===== config.mk =====
export PLATFORM = sky130hd
export DESIGN_NAME = stall_controller
export DESIGN_NICKNAME = d
export VERILOG_FILES = /design/src/rtl/stall_controller.sv
export SDC_FILE = /design/constraint.sdc
export NUM_CORES = 1
export LEC_CHECK = 0
export CAP_MARGIN = 25
export CORE_UTILIZATION = 35
export CTS_CLUSTER_SIZE = 12
export DETAILED_ROUTE_END_ITERATION = 10
export PLACE_DENSITY_LB_ADDON = 0.1
export SYNTH_ARGS = -nofsm -noshare
export SYNTH_HDL_FRONTEND = slang
export SYNTH_SLANG_ARGS = --single-unit
export TNS_END_PERCENT = 30

===== constraint.sdc =====
create_clock -name clk -period 2 [get_ports clk]
set_clock_uncertainty 0.15 [all_clocks]
set_input_delay 0.5 -clock clk [delete_from_list [all_inputs] [get_ports clk]]
set_output_delay 0.5 -clock clk [all_outputs]
set_load 0.02 [all_outputs]

===== src/rtl/stall_controller.sv =====
// Pipeline stall/flush sequencer: per-port miss tracking, ROB-pressure stall and a RUN/FLUSH/DRAIN/RECOVER sequence.
// Optional backend-hang watchdog is built only when STALL_WATCHDOG_EN is defined.
module stall_controller #(
    parameter int NUM_MEM_PORTS   = 2,
    parameter int ROB_SIZE        = 64,
    parameter int ROB_ALMOST_FULL = ROB_SIZE - 4,
    parameter int RECOVER_CYCLES  = 3,
    parameter int WATCHDOG_CYCLES = 1024
) (
    input  logic                            clk,
    input  logic                            reset,
    input  logic                            icache_busy,
    input  logic                            overwrite_pc,
    input  logic                            flush_req,
    input  logic [$clog2(ROB_SIZE+1)-1:0]   rob_count,
    input  logic [NUM_MEM_PORTS-1:0]        dmem_busy,
    input  logic [NUM_MEM_PORTS-1:0]        dmem_miss,
    input  logic [NUM_MEM_PORTS-1:0]        dmem_finished,
    input  logic                            store_retire,
    input  logic                            write_finished,
    output logic                            fetch_stall,
    output logic                            frontend_stall,
    output logic                            backend_stall,
    output logic                            retire_stall,
    output logic                            flush,
    output logic [1:0]                      state,
    output logic                            watchdog_timeout
);

    localparam int CW = $clog2(ROB_SIZE + 1);
    localparam logic [3:0] RECOVER_LOAD = 4'(RECOVER_CYCLES - 1);

    typedef enum logic [1:0] {
        RUN     = 2'd0,
        FLUSH   = 2'd1,
        DRAIN   = 2'd2,
        RECOVER = 2'd3
    } state_t;

    state_t                     cur_state;
    logic [3:0]                 recover_cnt;
    logic [NUM_MEM_PORTS-1:0]   pending;
    logic                       store_pend;
    logic                       mem_idle;
    logic                       rob_pressure;
    logic                       not_run;

    assign mem_idle     = ~(|pending) & ~(|dmem_busy);
    assign rob_pressure = rob_count >= CW'(ROB_ALMOST_FULL);
    assign not_run      = cur_state != RUN;

    // A fill completing in the same cycle as a new miss leaves the port clear.
    always_ff @(posedge clk or posedge reset) begin
        if (reset) begin
            pending    <= '0;
            store_pend <= 1'b0;
        end else begin
            pending    <= (pending | dmem_miss) & ~dmem_finished;
            store_pend <= store_retire | (store_pend & ~write_finished);
        end
    end

    always_ff @(posedge clk or posedge reset) begin
        if (reset) begin
            cur_state   <= RUN;
            recover_cnt <= 4'd0;
        end else begin
            case (cur_state)
                RUN: begin
                    if (flush_req) cur_state <= FLUSH;
                end
                FLUSH: begin
                    cur_state <= DRAIN;
                end
                DRAIN: begin
                    if (mem_idle && !store_pend) begin
                        cur_state   <= RECOVER;
                        recover_cnt <= RECOVER_LOAD;
                    end
                end
                RECOVER: begin
                    if (recover_cnt == 4'd0) cur_state <= RUN;
                    else recover_cnt <= recover_cnt - 4'd1;
                end
                default: cur_state <= RUN;
            endcase
        end
    end

    assign state          = cur_state;
    assign flush          = cur_state == FLUSH;
    assign fetch_stall    = reset | not_run | icache_busy | overwrite_pc | rob_pressure;
    assign frontend_stall = reset | not_run | rob_pressure | icache_busy;
    assign backend_stall  = reset | (|pending) | (|dmem_busy) | (|dmem_finished);
    assign retire_stall   = reset | store_pend | (cur_state == FLUSH);

`ifdef STALL_WATCHDOG_EN
    localparam int WDW = $clog2(WATCHDOG_CYCLES + 1);
    logic [WDW-1:0] wd_count;

    // Counts consecutive backend-stall cycles; saturates and latches the flag until reset.
    always_ff @(posedge clk or posedge reset) begin
        if (reset) begin
            wd_count         <= '0;
            watchdog_timeout <= 1'b0;
        end else if (backend_stall) begin
            if (wd_count != WDW'(WATCHDOG_CYCLES)) wd_count <= wd_count + 1'b1;
            if (wd_count >= WDW'(WATCHDOG_CYCLES - 1)) watchdog_timeout <= 1'b1;
        end else begin
            wd_count <= '0;
        end
    end
`else
    logic unused_watchdog_cfg;
    assign unused_watchdog_cfg = WATCHDOG_CYCLES > 0;
    assign watchdog_timeout    = 1'b0;
`endif

endmodule

Yosys cells after proc, flatten, opt, wreduce, memory -nomap -nowiden
Cells that the tools add are included.
{"block": "totals", "ff_bits": 9}
{"block": "classes", "bitwise_logic": 20, "eq_ne": 7, "order_cmp": 1, "n_reduce_logical": 11, "add_sub_neg": 1, "muxes": 7}
{"operator": "1-bit OR", "n": 12}
{"operator": "4-bit 2-to-1 mux", "n": 2}
{"operator": "2-bit inequality test (second input constant)", "n": 4}
{"operator": "2-bit case mux with 4 select lines", "n": 1}
{"operator": "4-bit case mux with 2 select lines", "n": 1}
{"operator": "7-bit by 6-bit >= comparator with 1-bit output (second input constant)", "n": 1}
{"operator": "2-bit 2-to-1 mux", "n": 3}
{"operator": "3-bit AND reduction", "n": 2}
{"operator": "2-bit OR reduction", "n": 3}
{"operator": "2-bit == test (second input constant)", "n": 2}
{"operator": "4-bit logical NOT", "n": 1}
{"operator": "2-bit nonzero test", "n": 2}
{"operator": "4-bit by 1-bit subtractor with 4-bit output (second input constant)", "n": 1}
{"operator": "1-bit inverter", "n": 3}
{"operator": "1-bit AND", "n": 2}
{"operator": "2-bit AND", "n": 1}
{"operator": "2-bit by 1-bit == test with 1-bit output (second input constant)", "n": 1}
{"operator": "2-bit logical NOT", "n": 1}
{"operator": "2-bit inverter", "n": 1}
{"operator": "2-bit OR", "n": 1}
{"operator": "1-bit logical AND", "n": 1}
{"operator": "1-bit logical NOT", "n": 1}

Depth between registers and ports, before layout
Gate-level depths: netlist of run 1.
{"block": "depth", "depth_word": 6, "mapped_depth": 6}

Worst setup path after synthesis of run 1
OpenSTA, ideal clock, no wires.
{"block": "synth_timing", "path_kind": "in2out", "start": "input dmem_busy[1]", "end": "output backend_stall", "path_buffers": 0, "path_slack_ps": -266, "arrival_ps": 1616, "cell_stages": 2, "cell_sequence": "or4_4 -> or4_2"}
{"block": "synth_via", "elab_chain_cells": 3}
{"item": "start, declared", "line": "16", "source": "input logic [NUM_MEM_PORTS-1:0] dmem_busy,"}
{"item": "2-bit OR reduction", "line": "94", "source": "assign backend_stall = reset | (|pending) | (|dmem_busy) | (|dmem_finished);"}
{"item": "1-bit OR (2 in a row)", "line": "94"}
{"item": "end, declared", "line": "23", "source": "output logic backend_stall,"}
Every way passes these cells.

Worst setup path in the final report of run 1
{"block": "layout_timing", "start": "register pending[1]", "end": "output backend_stall"}
{"block": "layout_via", "elab_chain_cells": 4}
{"item": "start, declared", "line": "42", "source": "logic [NUM_MEM_PORTS-1:0] pending;"}
{"item": "start signal, assigned", "line": "58", "source": "pending <= (pending | dmem_miss) & ~dmem_finished;"}
{"item": "2-bit OR reduction", "line": "94"}
{"item": "1-bit OR (3 in a row)", "line": "94"}
Every way passes these cells.

==> results of run 1 <==
-- through the flow --
step                      total power [mW]  hold slack, ns  utilization
after floorplan                      0.731           0.178            -
after global placement                1.06           0.338        0.621
after detailed placement              1.08           0.351        0.621
after CTS                             1.21           0.366        0.631
after global routing                  1.42           0.397        0.670
final                                 1.31           0.363        0.670
-- tightest hold or removal path, stage by stage (launching register included) --
cell	delay, ns
dfrtp_1	0.35
nor2_1	0.05
nor2_1	0.08
-- cell usage in the layout, fill, tap and decap left out, drive strengths merged, types with 2 or more instances in the layout --
| cell type | instances |
|---|---|
| dlymetal6s2s | 2 |
| nand3 | 3 |
| clkdlybuf4s50 | 13 |
| buf | 19 |
| dlygate4sd2 | 2 |
| nand2 | 5 |
| dfrtp | 9 |
| or4 | 3 |
| ha | 7 |
| or3 | 2 |
| inv | 9 |
| o21ai | 3 |
| nor4 | 2 |
| nor2 | 9 |
| a31oi | 2 |
| clkbuf | 6 |
-- power breakdown --
group / switching (mW) / leakage [nW] / internal [mW]
clock: 0.0694 / 0.0150 / 0.0773
sequential: 0.0498 / 0.109 / 0.243
combinational: 0.425 / 0.396 / 0.443
total: 0.544 / 0.520 / 0.764
-- final cells by class --
class                           instances  area [µm²]  share of cell area
Inverter                                9        33.8              0.0317
Multi-Input combinational cell         51         414               0.388
Clock buffer                            4        26.3              0.0246
Sequential cell                         9         225               0.211
Timing Repair Buffer                   39         338               0.317
Tap cell                               24        30.0              0.0281
-- sequential cells by signal, summed over array words and instances, names as in the netlist --
| name | count |
|---|---|
| state | 2 |
| store_pend | 1 |
| recover_cnt | 4 |
| pending | 2 |
-- kinds of logic after synthesis --
group                      count (synthesis)  synth area share
and+or+nand+nor                           30             0.259
muxes                                      2            0.0339
DFF                                        9             0.359
buffers and inverters                     11            0.0717
adders and majority gates                  7             0.139
other                                      1           0.00597
AOI/OAI and AO/OA                         11             0.131
-- worst min path at each step --
stage / from / depth (start not counted) / to / slack, ns
2_1_floorplan: reset / 1 / pending[0] / 0.18
3_3_place_gp: pending[0] / 2 / pending[0] / 0.34
3_5_place_dp: pending[1] / 2 / pending[1] / 0.35
4_1_cts: pending[1] / 2 / pending[1] / 0.37
5_1_grt: pending[0] / 2 / pending[0] / 0.40
6_report: pending[0] / 2 / pending[0] / 0.36
-- metal layers --
layer	up-vias	part of all wire
li1	327	-
met1	307	0.47
met2	15	0.47
met3	4	0.048
met4	0	0.012
met5	-	0
-- what timing repair did --
| item | CTS | global route |
|---|---|---|
| gates resized for setup | 26 | 20 |
| buffers inserted | 0 | 2 |
| endpoints found under the setup margin | 13 | 10 |
| pin swaps | 4 | 6 |
==> impl_metrics.yaml, run 1 <==
place:
  postPlaceCellArea_um2: 990
  place.gp.congestion: 0.869
  io_buffers: 24
  placed_cells: 130
  dp_slack_ns: -0.979
  place_hpwl_um: 1240
worst_setup_path:
  critPathBufInv: 1
  arrival_ns: 1.73
  endpoint_kind: "primary output"
  path_max_fanout: 2
  cp.required_ns: 1.35
  critPathTopFamily: "simple AND/OR/NAND/NOR gates"
  cp-startpoint: "pending[1]"
  worstSetupEndpoint: "backend_stall"
  rrSetupSlack_ns: -0.06
  crit_top_cell: "or4_4"
  startpoint_type: "flop"
  slowest_delay_ns: 0.51
  reg2reg_from: "pending[1]"
  worstPathCellList: "or4_4 > or4_4 > buf_6"
  worstReg2RegEnd: "recover_cnt[2]"
  ff2ff_path_depth: 5
  crit_cells: 3
  crit_slowest_cell: "or4_4"
  crit_type: "reg2out"
cts:
  cts_tree: "yes"
  cts.clk_slew.worst_paths_ns: 0.06
  clock-sinks: 9
  numCtsBuffers: 3
  clk_latency_ns: 0.27
  cts.htree.levels: 1
  ctsHoldBuffers: 0
  clk_path_buf_depth: 2
  cts_root_buffer: "clkbuf_4"
global_route:
  antenna_found_initial: 0
  use_met1: 0.221
  grt_usage: 0.177
  busiest_layer: "met2"
  grt_overflow: 0
  grt_max_degree: 10
  grt_pass1_vias: 596
  grt_pass1_wl_um: 2500
  met2_usage: 0.279
  grtUsageMet3: 0.0735
power:
  p_per_area_nw_per_um2: 1230
  ir_drop_mv: 0.858
  leakagePower_nw: 0.520
sta:
  setup_violations: 5
  finalSetupTns_ns: -1.01
  fin_crit_sh: 1.19
  hold_viol: 0
  maxSlewViolCount: 0
  min_period_ns: 2.38
  rsz0062_at_grt: "yes"
  fmax_mhz: 420
  setup_ws_ns: -0.383
logic_synthesis:
  synth-warning-count: 0
  synthesis.area_um2: 628
  synth.avg_cell_area_um2: 8.85
  synth_edf_count: 0
  seq_area_frac_synth: 0.359
  async_flop_share: 1.00
  syn-num-nets: 98
  synth.area.top_cells: "dfrtp_1 (36%), ha_1 (14%), inv_1 (5.4%)"
  yosys_most_used_dff: "dfrtp_1"
  ys_types: 30
  synth_commonest_cells: "dfrtp_1 (9), inv_1 (9), nor2_1 (9), ha_1 (7), nand2_1 (5)"
  synth_seq_cells: 9
  postSynthCellCount: 71
  yosysTopAreaCell: "dfrtp_1"
  synth_top_cell_area_share: 0.359
floorplanning:
  die_x_um: 44.4
  die_h_um: 44.4
  initial_utilization: 0.394
  io_pins: 28
  die_area_um2: 1970
  design.core.area_um2: 1590
  row_count: 14
routing:
  routedWlPerCell_um: 12.1
  postRouteAntennaNets: 0
  vias_per_cell: 4.80
  dr_total_vias: 653
  drc_errors: 0
  detail_route.first_pass.iterations: 4
  drt_wl_total_um: 1650
  drtIter0Drc: 5
final_layout:
  n_antenna_cell: 0
  syn_to_final_growth_pct: 69.9
  stdcell_area_um2: 1070
  drive_gt1_frac: 0.366
  stdcell_count: 136
  num-nets-final: 140
  n_fill_cell: 123
run_status:
  status: "complete, but fails checks"
  violations: "negative setup slack"
flow_run:
  drv_cap: 0
hold_path:
  hp-class: "reg2reg"
Power figures use the tool's default switching activity.
==> run 2: changes to the inputs <==
Settings changed: CAP_MARGIN 25 to 20.
==> results of run 2 <==
Same layout as run 1: the final DEF is identical, and so are final timing and power.
==> run 3: changes to the inputs <==
Settings changed: GPL_TIMING_DRIVEN from default to 0.
==> run 3 against run 2 <==
Against the previous run: the flow still finishes with violations (negative setup slack); die area did not move; utilization fell by 1.3 points; highest routed layer unchanged; largest power group unchanged; non-clock buffer count is 4 lower; cell area is 2.0% lower; maximum frequency down 0.96%; largest cell class unchanged; clock power is essentially flat; sequential share of layout area increased by 0.43 points; worst setup slack worse by 0.023 ns.
==> impl_metrics.yaml, run 3 (synthesis gave the netlist of run 1 again) <==
floorplanning:
  die_x_um: 44.4
  initial_utilization: 0.394
  design.core.area_um2: 1590
  row_count: 14
  die_h_um: 44.4
  die_area_um2: 1970
  io_pins: 28
routing:
  vias_per_cell: 4.79
  dr_total_vias: 632
  highest_layer: "met4"
  routedWlPerCell_um: 12.6
  wl_met3_um: 112
  drtIter0Drc: 20
  postRouteAntennaNets: 0
  dr_wl_met2_um: 803
  wl_met1_um: 731
  drt_wl_total_um: 1660
  detail_route.first_pass.iterations: 4
  drc_errors: 0
power:
  leakagePower_nw: 0.498
  p_per_area_nw_per_um2: 1230
  ir_drop_mv: 0.794
place:
  place_hpwl_um: 1130
  place.gp.congestion: 0.782
  io_buffers: 24
  placed_cells: 119
cts:
  clk_path_buf_depth: 2
  numCtsBuffers: 3
  cts.htree.levels: 1
  clk_latency_ns: 0.27
  cts.clk_slew.worst_paths_ns: 0.06
  cts_tree: "yes"
  cts_root_buffer: "clkbuf_4"
  clock-sinks: 9
sta:
  fin_crit_sh: 1.20
  rsz0062_at_grt: "yes"
  min_period_ns: 2.41
  maxSlewViolCount: 0
  fmax_mhz: 416
  setup_ws_ns: -0.406
  setup_violations: 6
  hold_viol: 0
global_route:
  grt_usage: 0.183
  grt_max_degree: 11
  grt_pass1_wl_um: 2560
  grt_pass1_vias: 576
  antenna_found_initial: 0
  grt_overflow: 0
flow_run:
  drv_cap: 0
run_status:
  status: "complete, but fails checks"
  violations: "negative setup slack"
worst_setup_path:
  startpoint_type: "input pin"
  path_max_fanout: 2
  rrSetupSlack_ns: -0.18
  ff2ff_path_depth: 6
  worstReg2RegEnd: "recover_cnt[2]"
  crit_type: "in2out"
  arrival_ns: 1.76
  endpoint_kind: "primary output"
  cp.required_ns: 1.35
  reg2reg_from: "pending[1]"
final_layout:
  syn_to_final_growth_pct: 66.5
  num-nets-final: 136
  final_cell_mix: "clkdlybuf4s50_1 (13), buf_4 (10), dfrtp_1 (9)"
  n_antenna_cell: 0
  largest-register: "recover_cnt"
  drive_gt1_frac: 0.315
  n_fill_cell: 132
  final_common_cell: "clkdlybuf4s50_1"
  largest_reg_flops: 4
  stdcell_count: 132
  fin_util: 0.656
hold_path:
  hold_start: "pending[1]"
  whs_endpoint: "pending[1]"
  hp-class: "reg2reg"
  min_path_cells: 2
## run 3: worst max-delay path, cell delays in order
cell	delay (ns)
clkdlybuf4s15_1	0.16
or4_4	0.53
or4_4	0.42
buf_6	0.14
## run 3: cell type report
| cell class | instances | area [µm²] | share of cell area |
|---|---|---|---|
| Buffer | 2 | 15.0 | 0.0144 |
| Tap cell | 24 | 30.0 | 0.0287 |
| Sequential cell | 9 | 225 | 0.215 |
| Multi-Input combinational cell | 51 | 409 | 0.391 |
| Timing Repair Buffer | 33 | 307 | 0.293 |
| Clock buffer | 4 | 26.3 | 0.0251 |
| Inverter | 9 | 33.8 | 0.0323 |
## run 3: metal layers
layer / GRT usage / up-vias
met3: 0.0857 / 3
met2: 0.297 / 22
li1: - / 318
met1: 0.220 / 289
met4: 0.0424 / 0
met5: 0 / -
## run 3: worst max path at each step
stage	start	end
global route	pending[1]	backend_stall
global placement	dmem_busy[1]	backend_stall
CTS	pending[0]	backend_stall
finish	dmem_busy[0]	backend_stall
floorplan	dmem_busy[1]	backend_stall
detailed placement	dmem_busy[1]	backend_stall
## run 3: what timing repair did
action / in CTS / in global routing
pin swaps: 4 / 7
hold buffers: 0 / 0
setup endpoints to repair: 8 / 8
buffers inserted: 7 / 2
gates resized for setup: 35 / 11
## run 3: report_power, final
| part | switching [mW] | internal (mW) | total [mW] |
|---|---|---|---|
| Combinational | 0.422 | 0.422 | 0.845 |
| Clock | 0.0675 | 0.0771 | 0.145 |
| Sequential | 0.0544 | 0.243 | 0.298 |
| Total | 0.544 | 0.743 | 1.29 |
## run 3: per-stage QoR
step           TNS [ns]  area, µm²  setup slack (ns)  power, mW  hold slack, ns
5_1_grt           -1.71       1050            -0.424       1.39           0.387
2_1_floorplan    -0.234        633            -0.101      0.731           0.178
3_5_place_dp      -4.68        903             -1.03      0.928           0.346
3_3_place_gp      -4.48        903             -1.00      0.908           0.340
6_report          -1.35       1050            -0.406       1.29           0.357
4_1_cts           -1.22       1010            -0.474       1.20           0.360
